--- config.mk ---
export PLATFORM = sky130hd
export DESIGN_NAME = alu_pipe
export DESIGN_NICKNAME = d
export VERILOG_FILES = /design/src/rtl/alu_pipe.sv
export SDC_FILE = /design/constraint.sdc
export NUM_CORES = 1
export LEC_CHECK = 0
export BUFFER_PORTS_ARGS = -buffer_cell sky130_fd_sc_hd__buf_2
export CAP_MARGIN = 20
export CELL_PAD_IN_SITES_DETAIL_PLACEMENT = 1
export CELL_PAD_IN_SITES_GLOBAL_PLACEMENT = 2
export CORE_UTILIZATION = 32
export DETAILED_ROUTE_END_ITERATION = 12
export GPL_TIMING_DRIVEN = 1
export PLACE_DENSITY_LB_ADDON = 0.2
export SLEW_MARGIN = 20
export SYNTH_ARGS = -nofsm -noshare
export SYNTH_HDL_FRONTEND = slang
export SYNTH_SLANG_ARGS = --single-unit
export TNS_END_PERCENT = 10
--- constraint.sdc ---
create_clock -name clk -period 1.7 [get_ports clk]
set_input_delay 0.17 -clock clk [delete_from_list [all_inputs] [get_ports clk]]
set_output_delay 0.17 -clock clk [all_outputs]
set_load 0.05 [all_outputs]
--- src/rtl/alu_pipe.sv ---
// alu_pipe: one-deep result-registered ALU with a valid/ready handshake on both sides.
// Build with ALU_PIPE_MUL_EN defined to add an iterative shift-add multiplier (opsel 6'b001000).
`timescale 1ns/1ps
module alu_pipe #(
    parameter int WIDTH = 32
) (
    input  logic             clk,
    input  logic             rst_n,
    input  logic             in_valid,
    output logic             in_ready,
    input  logic [5:0]       opsel,
    input  logic [WIDTH-1:0] a,
    input  logic [WIDTH-1:0] b,
    output logic             out_valid,
    input  logic             out_ready,
    output logic [WIDTH-1:0] out,
    output logic             busy
);
    localparam int HW = WIDTH / 2;

    logic signed [WIDTH-1:0] sa, sb;
    logic                    eq, lt, az, an;
    logic                    cmp;
    logic [WIDTH-1:0]        res;
    logic                    accept;

    assign sa = a;
    assign sb = b;
    assign eq = (a == b);
    assign lt = (sa < sb);
    assign az = (a == '0);
    assign an = a[WIDTH-1];

    always_comb begin
        cmp = 1'b0;
        case (opsel[3:0])
            4'd1:    cmp = eq;
            4'd2:    cmp = lt;
            4'd3:    cmp = lt | eq;
            4'd5:    cmp = az;
            4'd6:    cmp = an;
            4'd7:    cmp = an | az;
            4'd8:    cmp = 1'b1;
            4'd9:    cmp = !eq;
            4'd10:   cmp = !lt;
            4'd11:   cmp = !(lt | eq);
            4'd13:   cmp = !az;
            4'd14:   cmp = !an;
            4'd15:   cmp = !(an | az);
            default: cmp = 1'b0;
        endcase
    end

    // Compare group outranks address calc when opsel[5] and opsel[4] are both set.
    always_comb begin
        res = '0;
        if (opsel[4]) begin
            res = {{(WIDTH-1){1'b0}}, cmp};
        end else if (opsel[5]) begin
            res = a + (b << 2);
        end else begin
            case (opsel[3:0])
                4'd0:    res = a + b;
                4'd1:    res = a - b;
                4'd4:    res = a & b;
                4'd5:    res = a | b;
                4'd6:    res = a ^ b;
                4'd11:   res = {b[HW-1:0], {HW{1'b0}}};
                4'd12:   res = ~(a & b);
                4'd13:   res = ~(a | b);
                4'd14:   res = ~(a ^ b);
                default: res = '0;
            endcase
        end
    end

    assign accept = in_valid && in_ready;

`ifdef ALU_PIPE_MUL_EN
    localparam int CW = $clog2(WIDTH);
    localparam logic [CW-1:0] LAST = CW'(WIDTH - 1);

    typedef enum logic {IDLE, MUL} state_t;

    state_t           state;
    logic [WIDTH-1:0] mcand, mplier, acc, acc_nxt;
    logic [CW-1:0]    cnt;
    logic             is_mul;

    assign is_mul   = (opsel == 6'b001000);
    assign in_ready = (state == IDLE) && (!out_valid || out_ready);
    assign busy     = (state == MUL);
    assign acc_nxt  = acc + (mplier[0] ? mcand : '0);

    always_ff @(posedge clk or negedge rst_n) begin
        if (!rst_n) begin
            state     <= IDLE;
            out       <= '0;
            out_valid <= 1'b0;
            mcand     <= '0;
            mplier    <= '0;
            acc       <= '0;
            cnt       <= '0;
        end else begin
            if (out_valid && out_ready)
                out_valid <= 1'b0;
            if (state == MUL) begin
                acc    <= acc_nxt;
                mcand  <= mcand << 1;
                mplier <= mplier >> 1;
                cnt    <= cnt + 1'b1;
                if (cnt == LAST) begin
                    out       <= acc_nxt;
                    out_valid <= 1'b1;
                    state     <= IDLE;
                end
            end else if (accept) begin
                if (is_mul) begin
                    state  <= MUL;
                    mcand  <= a;
                    mplier <= b;
                    acc    <= '0;
                    cnt    <= '0;
                end else begin
                    out       <= res;
                    out_valid <= 1'b1;
                end
            end
        end
    end
`else
    assign in_ready = !out_valid || out_ready;
    assign busy     = 1'b0;

    always_ff @(posedge clk or negedge rst_n) begin
        if (!rst_n) begin
            out       <= '0;
            out_valid <= 1'b0;
        end else if (accept) begin
            out       <= res;
            out_valid <= 1'b1;
        end else if (out_valid && out_ready) begin
            out_valid <= 1'b0;
        end
    end
`endif

endmodule
==> results by group, run 1 <==
Yosys
  – Synth Net Count: 1476
  – Synth area leader: ha_1
  – Cell area after synthesis: 0.009224 mm²
  – Synth top area cells: ha_1 (17%), dfrtp_1 (9.0%), a21oi_1 (7.6%)
  – Mean Syn Cell Area: 7.240 µm²
  – Post-Synthesis Cells: 1274
  – Post-synth ARST share: 100.0%
  – Number of library cell types mapped by synthesis: 111
  – Top FF cell, synth: dfrtp_1
  – Seq cells post-synth: 33
  – Post-synth top area share: 16.96%
  – Synth cell count leaders: a21oi_1 (140), ha_1 (125), nand2_1 (118)
  – Sequential share of the synthesized area: 8.953%
  – Synth Warn #: 0
  – Post-synth EDFFs: 0
  – Most frequent cell after synthesis: a21oi_1

Cells and area
  – # diodes: 0
  – Final Core Density: 55.33%
  – Final nets: 2085
  – Layout Cells excl Fill: 2262
  – Final instance area: 0.01554 mm²
  – Fillers: 3550
  – Layout cells sized above 1: 46.23%
  – Sequential cell area: 825.8 µm²
  – Combined area of the multi-input logic cells: 0.008578 mm²
  – Area Overhead vs Synth: 68.48%

Global routing
  – Largest net degree at the start of global routing: 54
  – GRT Resource Usage Total: 38.08%
  – Number of global-route vias before repair: 13.40k
  – GR Overflow Total: 0
  – First-pass GRT wire length: 82.13 mm
  – Initial antenna violation count: 1

Worst setup path
  – Crit path from: a[0]
  – Reg-to-reg endpoint: out[23]
  – CP arrival: 2850 ps
  – Critical Path RT: 1890 ps
  – Reg2Reg Depth: 6
  – Kind of start point of the critical path: primary input
  – R2R Path Start: out_valid
  – CP Class: in -> reg
  – Crit path max fanout: 3
  – Register-to-Register Setup Slack: -250 ps
  – Crit end category: register

Timing
  – Setup TNS: -20420 ps
  – Final period util: 156.5%
  – Setup ws final: -959.7 ps
  – Hold_ws: 91.93 ps
  – Final Hold Fails: 0
  – Fmax: 376.0 MHz
  – Slew Viols, Final: 0
  – Final Setup Violations: 31
  – Worst Clk Skew: 10.69 ps
  – RSZ-0062 raised after global routing: true
  – Fin crit period: 2660 ps
  – Relative slew slack: 57.03%
  – Pin slew with the least headroom to its limit: 637.9 ps

Clock tree
  – Worst-Skew Late Latency: 320 ps
  – CTS tree: built
  – Num CTS Buffers: 5
  – Max clock buf depth: 2
  – Clock Sinks: 33
  – H-tree depth: 2
  – Reg clk slew, reported paths: 80 ps
  – Clock root cell: clkbuf_16

Die
  – Row count: 61
  – Initial Utilization: 32.84%
  – Die area: 0.02951 mm²
  – Io pins: 109
  – Core Area: 0.02809 mm²
  – Die width: 171.8 µm
  – Die span in y: 171.8 µm

Placed design
  – Buffers added on ports: 107
  – RePlAce Congestion: 1.009
  – Pre-CTS setup slack: -1571 ps
  – Post-Place Cell Area: 0.01446 mm²
  – Final HPWL DP: 47.08 mm
  – Placed cell count: 2235

Detailed routing
  – Antenna Nets Post-Route: 0
  – Vias: 13.08k
  – DR DRC count: 0
  – Average wire per standard cell: 25.35 µm
  – Final WL: 57.34 mm
  – Vias per cell: 5.780
  – Starting DRT DRC Count: 975
  – DR pass1 iterations: 7

Power and ir drop
  – Clock network power share: 14.0%
  – Pwr Density: 523.4 mW/mm²
  – Switch Pwr: 3.985 mW
  – Worst vdd ir: 0.3231 mV
  – Sw frac: 49.00%
  – Comb pwr share: 74.0%
  – Total power draw: 8.133 mW
  – Sequential power share: 12.0%
  – Internal power: 4.148 mW
  – Leakage power: 7.452 nW

Hold path
  – Worst Hold Class: in -> reg
  – Hold Startpoint: in_valid
  – Min-Delay Endpoint: out_valid
  – Hold Path Depth: 2

Flow run
  – Maxcap violations: 0

Run status
  – Violated checks: setup timing
  – Status: complete, but fails checks
[cell families after synthesis]
logic type / after synthesis / share of synthesized area [%]
multiplexers: 22 / 2.401
XOR/XNOR: 70 / 6.647
AND/OR/NAND/NOR: 355 / 18.46
buffers and inverters: 174 / 8.627
flip-flops: 33 / 8.953
adder cells (fa/ha/maj): 128 / 17.61
AO/OA/AOI/OAI: 491 / 37.26
other: 1 / 0.04066
[cells in the final DEF, fill, tap and decap left out, drive strengths merged, types with 18 or more instances in the layout]
cell    synthesis  layout
a21oi         142     142
inv           101      99
ha            125     125
dfrtp          33      33
mux2i          21      21
a211oi         20      20
o22ai          18      18
nor2           81      81
o21bai         22      22
a21o           24      24
buf            28     672
nor4           20      20
nand2         120     120
a31oi          19      19
nor3           34      34
a221oi         24      24
xnor2          43      43
o211ai         19      19
o21ai          80      80
xor2           27      27
nand3          23      23
[cell type report]
class	count	share of cell area, %
Multi-Input combinational cell	1067	55.20
Clock inverter	1	0.03221
Sequential cell	33	5.314
Inverter	101	2.617
Tap cell	378	3.043
Clock buffer	7	0.9823
Timing Repair Buffer	675	32.81
[worst max path at each step]
| stage | to | slack (ps) |
|---|---|---|
| detailed placement | out[18] | -1570 |
| global placement | out[18] | -1570 |
| floorplan | out[29] | -640 |
| global route | out[28] | -1040 |
| finish | out[28] | -960 |
| CTS | out[28] | -1010 |
[sequential cells by signal (all words and copies together) (netlist names)]
register   count
out           32
out_valid      1
[critical path, cell delays in order]
cell and delay, ps:
clkbuf_4 170, inv_12 60, ha_4 130, fa_2 250, o21bai_4 90, a2111o_1 470, a31oi_4 230, nor3_4 80
a211oi_4 310, o31ai_2 90, buf_4 160, mux2i_1 160, a221oi_2 290, buf_4 160, nor2_1 40
[power groups by stage]
| stage | logic, mW | clock network (mW) | registers (mW) |
|---|---|---|---|
| after floorplan | 2.39 | 0 | 1.36 |
| after global placement | 5.34 | 0 | 0.984 |
| after detailed placement | 5.46 | 0 | 0.988 |
| after CTS | 5.66 | 1.16 | 0.975 |
| final | 6.02 | 1.14 | 0.977 |
| after global routing | 6.33 | 1.16 | 0.987 |
[layer usage]
layer | global-route usage, % | share of wire (%)
met1 | 48.14 | 42
met2 | 62.45 | 46
met3 | 5.016 | 6.0
met4 | 20.74 | 5.9
met5 | 0 | 0.028
[repair_timing]
| action | 4_1_cts | 5_1_grt |
|---|---|---|
| gates resized for setup | 78 | 93 |
| hold buffers | 1 | 0 |
| pin swaps | 27 | 36 |
| setup buffers | 5 | 14 |
| endpoints found under the setup margin | 32 | 32 |
| endpoints found under the hold margin | 12 | 0 |
Power figures use the tool's default switching activity.
==> inputs of run 2 (changes only) <==
clock period = 2.4 ns   (was 1.7 ns; I/O delays follow)
==> results by group, run 2 (synthesis results as in run 1) <==
Run status
  – Status: complete, but fails checks
  – Violated checks: setup timing

Worst setup path
  – Slowest cell delay on critical path: 580 ps
  – CP Class: in -> reg
  – Critical Path RT: 2570 ps
  – Crit path max fanout: 3
  – Buf+Inv Stages, Crit Path: 3
  – Crit end category: register
  – Reg2Reg Depth: 7
  – Crit-path cells: buf_12 > ha_4 > fa_2 > a21oi_2 > buf_4 > o211ai_1 > o211ai_1 > buf_4 > a21oi_4 > o41ai_4 > nand2b_4 > mux2i_2 > a222oi_1 > nor2_1
  – CP arrival: 2990 ps
  – Instance count on the critical path: 14
  – Slowest cell on the critical path: a222oi_1
  – CP top delay family: compound AO/OA/AOI/OAI gates
  – Kind of start point of the critical path: primary input

Timing
  – Fin crit period: 2822 ps
  – RSZ-0062 raised after global routing: true
  – Final period util: 117.6%
  – Worst Clk Skew: 8.083 ps
  – Pin slew with the least headroom to its limit: 704.4 ps
  – Final Setup Violations: 22
  – Relative slew slack: 52.54%
  – Hold_ws: 162.9 ps
  – Setup ws final: -421.5 ps
  – Fmax: 354.4 MHz
  – Final Hold Fails: 0
  – Slew Viols, Final: 0

Cells and area
  – Fillers: 3555
  – Final nets: 1989
  – Most frequent cells in the layout: buf_4 (461), a21oi_1 (118), nand2_1 (116)
  – Layout cells sized above 1: 41.22%
  – Biggest register: out
  – Area Overhead vs Synth: 57.94%
  – Most common library cell in the layout ignoring fill and taps: buf_4
  – Final Core Density: 51.87%
  – Largest register FFs: 32
  – Largest regs: out x32, out_valid x1

Detailed routing
  – Vias: 12.62k
  – Routed met3 length: 3.615 mm
  – DR DRC count: 0
  – Average wire per standard cell: 26.11 µm
  – Met2 wire len: 25.18 mm
  – Final WL: 56.61 mm
  – DR top layer: met4
  – Antenna Nets Post-Route: 0
  – Metal-1 WL: 24.75 mm
  – Starting DRT DRC Count: 965
  – DR pass1 iterations: 6
  – Vias per cell: 5.821

Die
  – Core Area: 0.02809 mm²
  – Die area: 0.02951 mm²
  – Initial Utilization: 32.84%
  – Die span in y: 171.8 µm
  – Die width: 171.8 µm
  – Io pins: 109
  – Row count: 61

Clock tree
  – CTS tree: built
  – Reg clk slew, reported paths: 70 ps
  – H-tree depth: 2
  – Worst-Skew Late Latency: 310 ps
  – Clock root cell: clkbuf_16
  – Clock Sinks: 33
  – Max clock buf depth: 2
  – Num CTS Buffers: 5

Hold path
  – Worst Hold Class: in -> reg
  – Hold Path Depth: 2

Power and ir drop
  – Pwr Density: 389.0 mW/mm²
  – Worst vdd ir: 0.2684 mV
  – Total power draw: 5.666 mW
  – Leakage power: 6.932 nW

Placed design
  – RePlAce Congestion: 1.034
  – Buffers added on ports: 107
  – Final HPWL DP: 46.51 mm

Global routing
  – Initial antenna violation count: 1
  – First-pass GRT wire length: 82.36 mm
  – Number of global-route vias before repair: 13.03k
  – GRT Resource Usage Total: 38.34%
  – GR Overflow Total: 0
  – Largest net degree at the start of global routing: 54

Flow run
  – Maxcap violations: 0
run 2: layer usage:
layer / global-route usage (%) / up-vias
li1: - / 5753
met1: 49.46 / 6260
met2: 61.78 / 474
met3: 5.729 / 134
met4: 19.35 / 0
met5: 0 / -
run 2: where the power goes:
part	internal, mW	switching (mW)
Sequential	0.634	0.0631
Combinational	1.69	2.33
Clock	0.597	0.353
run 2: what timing repair did:
item	in CTS	in global routing
resized for setup	98	37
pin swaps	35	24
endpoints found under the hold margin	33	0
hold buffers	1	0
setup buffers	3	4
endpoints found under the setup margin	24	25
run 2: metrics by stage:
| step | setup WS, ps | instance area [µm²] | cells | TNS [ps] |
|---|---|---|---|---|
| 5_1_grt | -523.8 | 14560 | 2166 | -6051 |
| 3_3_place_gp | -856.1 | 13580 | 2151 | -14850 |
| 3_5_place_dp | -962.5 | 13580 | 2151 | -16420 |
| 4_1_cts | -299.7 | 14340 | 2162 | -2296 |
| 6_report | -421.5 | 14570 | 2168 | -3752 |
| 2_1_floorplan | -49.41 | 9389 | 1274 | -185.2 |
run 2: area by class of cell:
cell class	count	area (µm²)	share of cell area, %
multi-input combinational	1067	8444	57.97
timing repair buffer	579	4248	29.16
sequential	33	825.8	5.669
tap	378	473.0	3.247
inverter	101	381.6	2.620
clock buffer	5	125.1	0.8589
clock inverter	3	65.06	0.4466
antenna	2	5.005	0.03436
run 2: path summary, 6_finish.rpt:
path                            from        end  slack [ps]
setup / recovery                b[0]    out[28]        -420
hold / removal              in_valid  out_valid         160
setup reg to reg           out_valid    out[28]         140
hold reg to reg               out[2]     out[2]         480
max in group asynchronous      rst_n    out[24]        1710
min in group asynchronous      rst_n    out[21]         450
==> inputs of run 3 (changes only) <==
SETUP_SLACK_MARGIN = 0.4   (was unset)
==> results by group, run 3 (synthesis results as in run 1) <==
Power and ir drop
  – Pwr Density: 388.1 mW/mm²
  – Switch Pwr: 2.740 mW
  – Internal power: 2.912 mW
  – Sw frac: 48.48%
  – Comb pwr share: 70.6%
  – Leakage power: 6.855 nW
  – Sequential power share: 12.3%
  – Worst vdd ir: 0.2667 mV
  – Clock network power share: 17.1%
  – Total power draw: 5.652 mW

Timing
  – Slew Viols, Final: 0
  – Pin slew with the least headroom to its limit: 891.7 ps
  – Relative slew slack: 40.43%
  – Fmax: 365.0 MHz
  – Worst Clk Skew: 7.509 ps
  – Final Setup Violations: 21
  – Final Hold Fails: 0
  – Setup ws final: -339.7 ps
  – Final period util: 114.2%
  – RSZ-0062 raised after global routing: true
  – Fin crit period: 2740 ps

Run status
  – Status: complete, but fails checks
  – Violated checks: setup timing

Detailed routing
  – Vias: 12.51k
  – Vias per cell: 5.810
  – Antenna Nets Post-Route: 0
  – Final WL: 55.26 mm
  – Starting DRT DRC Count: 920
  – Average wire per standard cell: 25.67 µm
  – DR pass1 iterations: 6
  – DR DRC count: 0

Cells and area
  – Final nets: 1976
  – Largest register FFs: 32
  – Fillers: 3537
  – Final Core Density: 51.85%
  – Area Overhead vs Synth: 57.88%
  – Layout Cells excl Fill: 2153
  – # diodes: 0
  – Layout cells sized above 1: 42.37%
  – Combined area of the multi-input logic cells: 0.008516 mm²
  – Most frequent cells in the layout: buf_4 (450), a21oi_1 (116), nand2_1 (115)
  – Largest regs: out x32, out_valid x1
  – Sequential cell area: 825.8 µm²
  – Biggest register: out
  – Final instance area: 0.01456 mm²
  – Most common library cell in the layout ignoring fill and taps: buf_4

Die
  – Row count: 61
  – Core Area: 0.02809 mm²
  – Initial Utilization: 32.84%
  – Die area: 0.02951 mm²
  – Die span in y: 171.8 µm
  – Io pins: 109
  – Die width: 171.8 µm

Worst setup path
  – Kind of start point of the critical path: primary input
  – CP Class: in -> reg
  – Crit path max fanout: 4
  – CP top delay family: compound AO/OA/AOI/OAI gates
  – Crit-path cells: buf_2 > ha_4 > nand4_1 > buf_4 > o211ai_1 > o211ai_1 > buf_4 > a21oi_4 > o41ai_4 > buf_4 > nand2b_4 > mux2i_1 > a222oi_1 > nor2_1
  – Crit end category: register
  – Critical Path RT: 2570 ps
  – Crit-path most repeated cell: buf_4
  – Buf+Inv Stages, Crit Path: 4
  – CP arrival: 2910 ps
  – Slowest cell delay on critical path: 510 ps
  – Slowest cell on the critical path: a222oi_1

Placed design
  – Post-Place Cell Area: 0.01357 mm²
  – Final HPWL DP: 45.07 mm
  – Buffers added on ports: 107
  – Placed cell count: 2130
  – RePlAce Congestion: 1.002

Global routing
  – Number of global-route vias before repair: 12.85k
  – GR Overflow Total: 0
  – First-pass GRT wire length: 80.25 mm
  – Largest net degree at the start of global routing: 54
  – GRT Resource Usage Total: 37.15%
  – Initial antenna violation count: 0

Clock tree
  – Num CTS Buffers: 5
  – Worst-Skew Late Latency: 310 ps
  – H-tree depth: 2
  – Reg clk slew, reported paths: 70 ps
  – Max clock buf depth: 2
  – Clock root cell: clkbuf_16
  – CTS tree: built
  – Clock Sinks: 33

Flow run
  – Maxcap violations: 0

Hold path
  – Worst Hold Class: in -> reg
run 3: stage by stage:
| stage | setup WS, ps | hold slack (ps) | setup TNS, ps |
|---|---|---|---|
| 2_1_floorplan | -10.08 | -55.59 | -25.08 |
| 3_5_place_dp | -938.8 | 257.0 | -16310 |
| 5_1_grt | -509.0 | 160.5 | -5844 |
| 4_1_cts | -436.2 | 156.0 | -3747 |
| 6_report | -339.7 | 158.5 | -3901 |
| 3_3_place_gp | -933.1 | 254.1 | -15090 |
run 3: worst paths after layout:
path                            from         to  slack (ps)  cells past startpoint
max in group asynchronous      rst_n    out[22]        1090                      3
max                             a[8]    out[28]        -340                     14
max reg2reg                out_valid    out[23]         130                      6
min                         in_valid  out_valid         160                      2
min reg2reg                   out[8]     out[8]         480                      2
min in group asynchronous      rst_n    out[23]         460                      2
run 3: layout make-up:
cell class	count	share of cell area [%]
multi-input combinational	1067	58.48
timing repair buffer	566	28.55
sequential	33	5.671
tap	378	3.248
inverter	101	2.749
clock buffer	5	0.8592
clock inverter	3	0.4468
run 3: power groups by stage:
stage / Clock (mW) / Sequential (mW) / Combinational, mW
5_1_grt: 0.975 / 0.700 / 4.21
3_5_place_dp: 0 / 0.702 / 3.65
4_1_cts: 0.955 / 0.692 / 3.79
2_1_floorplan: 0 / 0.966 / 1.69
6_report: 0.968 / 0.694 / 3.99
3_3_place_gp: 0 / 0.699 / 3.60
run 3: routing by layer:
layer | wire, µm | GRT usage (%)
met1 | 24470 | 48.35
met2 | 25060 | 60.61
met3 | 2934 | 4.533
met4 | 2791 | 17.74
met5 | 0 | 0
run 3: timing repair:
action	CTS	global route
gates resized for setup	62	84
setup buffers	5	9
hold endpoints to repair	12	0
hold buffers	1	0
pin swaps	30	56
endpoints found under the setup margin	29	30
